$ cat src/rtl/panel_io_pkg.sv
// Shared definitions for the front-panel I/O block: LED mode encoding
// and a small elaboration-time helper.
package panel_io_pkg;

  typedef enum logic [1:0] {
    LED_STATIC = 2'd0,
    LED_BLINK  = 2'd1,
    LED_PWM    = 2'd2,
    LED_MIRROR = 2'd3
  } led_mode_t;

  function automatic int min_int(input int a, input int b);
    return (a < b) ? a : b;
  endfunction

endpackage

$ cat src/rtl/panel_io_ctrl_btn_debounce.sv
// One push-button channel: inversion, two-flop synchroniser, debounce
// counter, accepted level and a single-cycle pulse on each accepted press.
module btn_debounce import panel_io_pkg::*; #(
  parameter int DEBOUNCE_CYCLES = 48000
) (
  input  logic clk_i,
  input  logic reset_i,
  input  logic button_n_i,
  output logic level_o,
  output logic press_o
);

  localparam int CW = (DEBOUNCE_CYCLES > 2) ? $clog2(DEBOUNCE_CYCLES) : 1;
  localparam logic [CW-1:0] CNT_MAX = CW'(DEBOUNCE_CYCLES - 1);

  logic [1:0]    sync_q;
  logic          sample;
  logic [CW-1:0] cnt_q, cnt_d;
  logic          stable_q, stable_d;
  logic          level_q;
  logic          press_q;

  assign sample = sync_q[1];

  // A change is accepted only after DEBOUNCE_CYCLES consecutive differing
  // samples; any sample that agrees with the stable value restarts the run.
  always_comb begin
    cnt_d    = '0;
    stable_d = stable_q;
    if (sample != stable_q) begin
      if (cnt_q == CNT_MAX) begin
        stable_d = sample;
      end else begin
        cnt_d = cnt_q + CW'(1);
      end
    end
  end

  always_ff @(posedge clk_i) begin
    if (reset_i) begin
      sync_q   <= '0;
      cnt_q    <= '0;
      stable_q <= 1'b0;
      level_q  <= 1'b0;
      press_q  <= 1'b0;
    end else begin
      sync_q   <= {sync_q[0], ~button_n_i};
      cnt_q    <= cnt_d;
      stable_q <= stable_d;
      level_q  <= stable_q;
      press_q  <= stable_q & ~level_q;
    end
  end

  assign level_o = level_q;
  assign press_o = press_q;

endmodule

$ cat src/rtl/panel_io_ctrl.sv
// Front-panel I/O: debounced buttons with press counters, and active-low
// LEDs driven in static, blink, PWM-dim or button-mirror mode.
module panel_io_ctrl import panel_io_pkg::*; #(
  parameter int N_BTN           = 4,
  parameter int N_LED           = 8,
  parameter int DEBOUNCE_CYCLES = 48000,
  parameter int BLINK_LOG2      = 23,
  parameter int CNT_W           = 8
) (
  input  logic                   ti_clk,
  input  logic                   reset,
  input  logic [N_BTN-1:0]       button,
  output logic [N_LED-1:0]       led,
  input  logic [N_LED-1:0]       led_value,
  input  logic [1:0]             led_mode,
  input  logic [7:0]             led_duty,
  input  logic                   clear_counts,
  output logic [N_BTN-1:0]       btn_level,
  output logic [N_BTN-1:0]       btn_press,
  output logic [N_BTN*CNT_W-1:0] btn_count
);

  localparam int N_MIRROR = min_int(N_LED, N_BTN);

  logic [N_BTN-1:0][CNT_W-1:0] count_q, count_d;
  logic [BLINK_LOG2-1:0]       presc_q;
  logic                        phase_q;
  logic [7:0]                  pwm_q;
  logic [N_LED-1:0]            on;
  logic [N_LED-1:0]            led_q, led_d;

  for (genvar i = 0; i < N_BTN; i++) begin : g_btn
    btn_debounce #(
      .DEBOUNCE_CYCLES(DEBOUNCE_CYCLES)
    ) u_debounce (
      .clk_i     (ti_clk),
      .reset_i   (reset),
      .button_n_i(button[i]),
      .level_o   (btn_level[i]),
      .press_o   (btn_press[i])
    );
  end

  // Clearing wins over a simultaneous press so the host sees a clean zero.
  always_comb begin
    count_d = count_q;
    for (int i = 0; i < N_BTN; i++) begin
      if (clear_counts) begin
        count_d[i] = '0;
      end else if (btn_press[i]) begin
        count_d[i] = count_q[i] + CNT_W'(1);
      end
    end
  end

  always_comb begin
    on = led_value;
    case (led_mode_t'(led_mode))
      LED_STATIC: on = led_value;
      LED_BLINK:  on = led_value & {N_LED{phase_q}};
      LED_PWM:    on = (pwm_q < led_duty) ? led_value : '0;
      LED_MIRROR: begin
        on = led_value;
        for (int i = 0; i < N_MIRROR; i++) begin
          on[i] = btn_level[i];
        end
      end
      default:    on = led_value;
    endcase
    led_d = ~on;
  end

  // Prescaler and PWM counter free-run regardless of mode.
  always_ff @(posedge ti_clk) begin
    if (reset) begin
      count_q <= '0;
      presc_q <= '0;
      phase_q <= 1'b0;
      pwm_q   <= '0;
      led_q   <= '1;
    end else begin
      count_q <= count_d;
      presc_q <= presc_q + BLINK_LOG2'(1);
      if (presc_q == '1) begin
        phase_q <= ~phase_q;
      end
      pwm_q   <= pwm_q + 8'd1;
      led_q   <= led_d;
    end
  end

  assign led       = led_q;
  assign btn_count = count_q;

endmodule
$ cat config.mk
export PLATFORM = sky130hd
export DESIGN_NAME = panel_io_ctrl
export DESIGN_NICKNAME = d
export VERILOG_FILES = /design/src/rtl/panel_io_pkg.sv /design/src/rtl/panel_io_ctrl_btn_debounce.sv /design/src/rtl/panel_io_ctrl.sv
export SDC_FILE = /design/constraint.sdc
export NUM_CORES = 1
export LEC_CHECK = 0
export CAP_MARGIN = 30
export CELL_PAD_IN_SITES_DETAIL_PLACEMENT = 0
export CELL_PAD_IN_SITES_GLOBAL_PLACEMENT = 2
export CORE_MARGIN = 1.5
export CORE_UTILIZATION = 35
export CTS_CLUSTER_SIZE = 28
export DETAILED_ROUTE_END_ITERATION = 10
export PLACE_DENSITY = 0.91
export RECOVER_POWER = 25
export REMOVE_ABC_BUFFERS = 1
export SYNTH_ARGS = -nofsm -noshare
export SYNTH_HDL_FRONTEND = slang
export SYNTH_HIERARCHICAL = 1
export SYNTH_SLANG_ARGS = --single-unit
$ cat constraint.sdc
create_clock -name ti_clk -period 2.9 [get_ports ti_clk]
set_clock_uncertainty 0.1 [all_clocks]
set_input_delay 0.725 -clock ti_clk [delete_from_list [all_inputs] [get_ports ti_clk]]
set_output_delay 0.725 -clock ti_clk [all_outputs]
set_load 0.02 [all_outputs]
==> results.yml <==
run_status:
  run_status: "completed"
grt:
  gr-max-usage-layer: "met2"
  grt_pass1_wl_mm: 22.7
  gr-usage-all-layers_pct: 14.1
  gr-usage-met1_pct: 19.0
  grt_antenna_before_repair: 0
  gr-usage-met3_pct: 3.80
  grt_max_degree: 33
  grt_overflow: 0
  via_count_of_the_first_global_routing_pass: 4761
  gr-usage-met2_pct: 21.3
sta:
  finalSetupViolations: 0
  rsz0062_at_grt: "false"
  final_hold_viol_count: 0
  fin_crit_sh_pct: 82.9
  total_negative_setup_slacks_ns: 0
  setup_ws_ns: 0.497
  fmaxAchievable_ghz: 0.416
  tightestPinTransition_ns: 1.08
  final-max-slew-violation-count: 0
  maxSlewHeadroom_pct: 27.9
  timing.final.crit_period_ns: 2.40
route:
  drt_pre_antenna_iters: 4
  drt_wl_total_mm: 13.1
  drcViolationCount: 0
  wire_per_inst_um: 12.6
  drt_iter0_drc: 274
  drt-vias-per-instance: 4.91
  ant_nets: 0
  route.vias.total: 5099
logic_synthesis:
  ys_async_rst_share_pct: 0
  synth.yosys.seq_area_share_pct: 47.0
  synth_area_per_cell_um2: 9.21
  syn-cell-area_um2: 6650
  synth_top_cell_by_area: "dfxtp_1"
  synth_most_common_cell: "dfxtp_1"
  post_synth_main_area_contributors: "dfxtp_1, nor2_1, xnor2_1"
  yosys.cell_types.count: 51
  postSynth.topFlopCell: "dfxtp_1"
  ff_latch_count_synth: 156
  synthDominantCellAreaShare_pct: 47.0
  synth_cells: 722
  synth-edff-count: 0
  synth.yosys.warnings: 6
  synth.top_cells.by_count: "dfxtp_1, nor2_1, xnor2_1"
pwr:
  finalPower_uw: 4490
  pwr_density_cell_nw_per_um2: 552
  power.leakage_uw: 0.00267
  max-vdd-ir-drop_uv: 411
cells_and_area:
  n_fill_cell: 1853
  area.growth.synth_to_final_pct: 22.2
  layoutNonFillerInstCount: 1039
  layout.core_utilization_pct: 43.6
  n_antenna_cell: 0
  final_layout_size_suffix_gt1_share_pct: 7.45
  final_net_count: 834
placed_design:
  gp_congestion: 0.764
  io_buffer_count: 72
  place_ws_ns: 0.0845
  dp.cells: 1007
  dp.final_hpwl_mm: 9.22
worst_setup_path:
  timing.critical_path.slowest_cell_delay_ns: 0.66
  reg2reg_depth: 4
  critical_path_peak_fanout: 7
  sort_of_element_at_the_start_of_the_critical_path: "flip-flop"
  timing.setup.critical_path_class: "reg2out"
  r2r-end: "g_btn[0].u_debounce/cnt_q[13]"
  cp.required_ns: 2.08
  timing.critical_path.from: "g_btn[2].u_debounce/press_o"
  crit_path_buf_inv_count: 1
  end_kind: "output port"
  regToRegStartpoint: "g_btn[0].u_debounce/cnt_q[10]"
  worst-r2r-setup-slack_ns: 0.77
  critical_path.top_delay_family: "buffers and inverters"
  crit_path_cell_trace: "clkdlybuf4s50_1"
  worst-endpoint-arrival_ns: 1.58
  cp_slowest_cell: "clkdlybuf4s50_1"
clock_tree:
  library_cell_used_as_clock_root_buffer: "clkbuf_16"
  cts_setup_buffers: 0
  cts_made_buffers: 17
  cts_resized: 0
  cts_tree: "done"
  clock_transition_at_path_regs_ns: 0.06
  clk-insertion-delay-late_ns: 0.42
  cts_sinks: 156
  hold_buffers: 0
  ctsLongestPathBuffers: 2
  cts_max_level: 4
floorplan:
  floorplan.rows: 50
  overall_die_width_um: 141
  fp.dieH_um: 141
  floorplan.io_pins: 73
  core_um2: 18600
  initial_utilization_pct: 35.7
  area_enclosed_by_the_die_boundary_um2: 19800
worst_hold_path:
  min_from: "g_btn[2].u_debounce/sync_q[0]"
  timing.hold.worst_endpoint: "g_btn[2].u_debounce/sync_q[1]"
  worst_hold_path.num_cells: 1
  holdCritPathClass: "reg2reg"
flow_run:
  timing.max_cap.violations: 0
[placed cells by master (no fill, tap or decap), types with 21 or more instances in the layout]
cell type and n:
nor2_1 112, dfxtp_1 156, nor4_1 21, clkdlybuf4s50_1 69, xor2_1 43, a21oi_1 22
xnor2_1 46, o21ai_0 23, nand2_1 34, nand4_1 31, nand3_1 34, inv_1 29
[layout make-up]
class                           count  area (µm²)  share of cell area [%]
Clock inverter                     12         140                    1.72
Clock buffer                       20         447                    5.50
Timing Repair Buffer               75         731                    8.99
Multi-Input combinational cell    513        3280                    40.4
Inverter                           29         109                    1.34
Sequential cell                   156        3120                    38.4
Tap cell                          234         293                    3.60
[how the worst max path moves through the flow]
stage                                to  slack (ns)  depth (start not counted)
after global placement           led[2]        0.09                          8
after global routing      btn_count[26]        0.30                          3
after floorplan                  led[0]        0.61                          6
after detailed placement         led[1]        0.08                          8
final                      btn_press[2]        0.50                          1
after CTS                  btn_press[3]        0.46                          1
[cells by family (layout without fill, tap and decap cells)]
| kind of cell | count (synthesis) | in the layout | synth area share, % |
|---|---|---|---|
| flip-flops | 156 | 156 | 47.0 |
| buffers and inverters | 53 | 136 | 3.65 |
| multiplexers | 5 | 5 | 0.772 |
| AO/OA/AOI/OAI | 72 | 72 | 6.57 |
| AND/OR/NAND/NOR | 330 | 330 | 27.1 |
| XOR/XNOR | 89 | 89 | 11.7 |
| adder cells (fa/ha/maj) | 17 | 17 | 3.20 |
[per-stage QoR]
| stage | instance area (µm²) | hold WS [ns] |
|---|---|---|
| 5_1_grt | 8130 | 0.359 |
| 4_1_cts | 8130 | 0.334 |
| 3_5_place_dp | 7550 | 0.322 |
| 6_report | 8130 | 0.332 |
| 2_1_floorplan | 6520 | 0.314 |
| 3_3_place_gp | 7550 | 0.326 |
[state kept, by name, summed over array words and instances, names as in the netlist]
register	count
phase_q	1
g_btn.u_debounce/level_o	4
pwm_q	8
btn_count	32
g_btn.u_debounce/stable_q	4
g_btn.u_debounce/press_o	4
presc_q	23
g_btn.u_debounce/cnt_q	64
led	8
g_btn.u_debounce/sync_q	8
[power breakdown]
| group | leakage [µW] | internal (µW) | switching (µW) | total [µW] |
|---|---|---|---|---|
| registers | 0.00126 | 2160 | 12.5 | 2170 |
| logic | 0.00114 | 61.7 | 65.5 | 127 |
| clock network | 0.000277 | 1300 | 889 | 2190 |
[layer usage]
layer / vias up / share of wire, %
li1: 2664 / -
met1: 2324 / 51
met2: 95 / 43
met3: 16 / 3.8
met4: 0 / 1.7
met5: - / 0
Power figures use the tool's default switching activity.
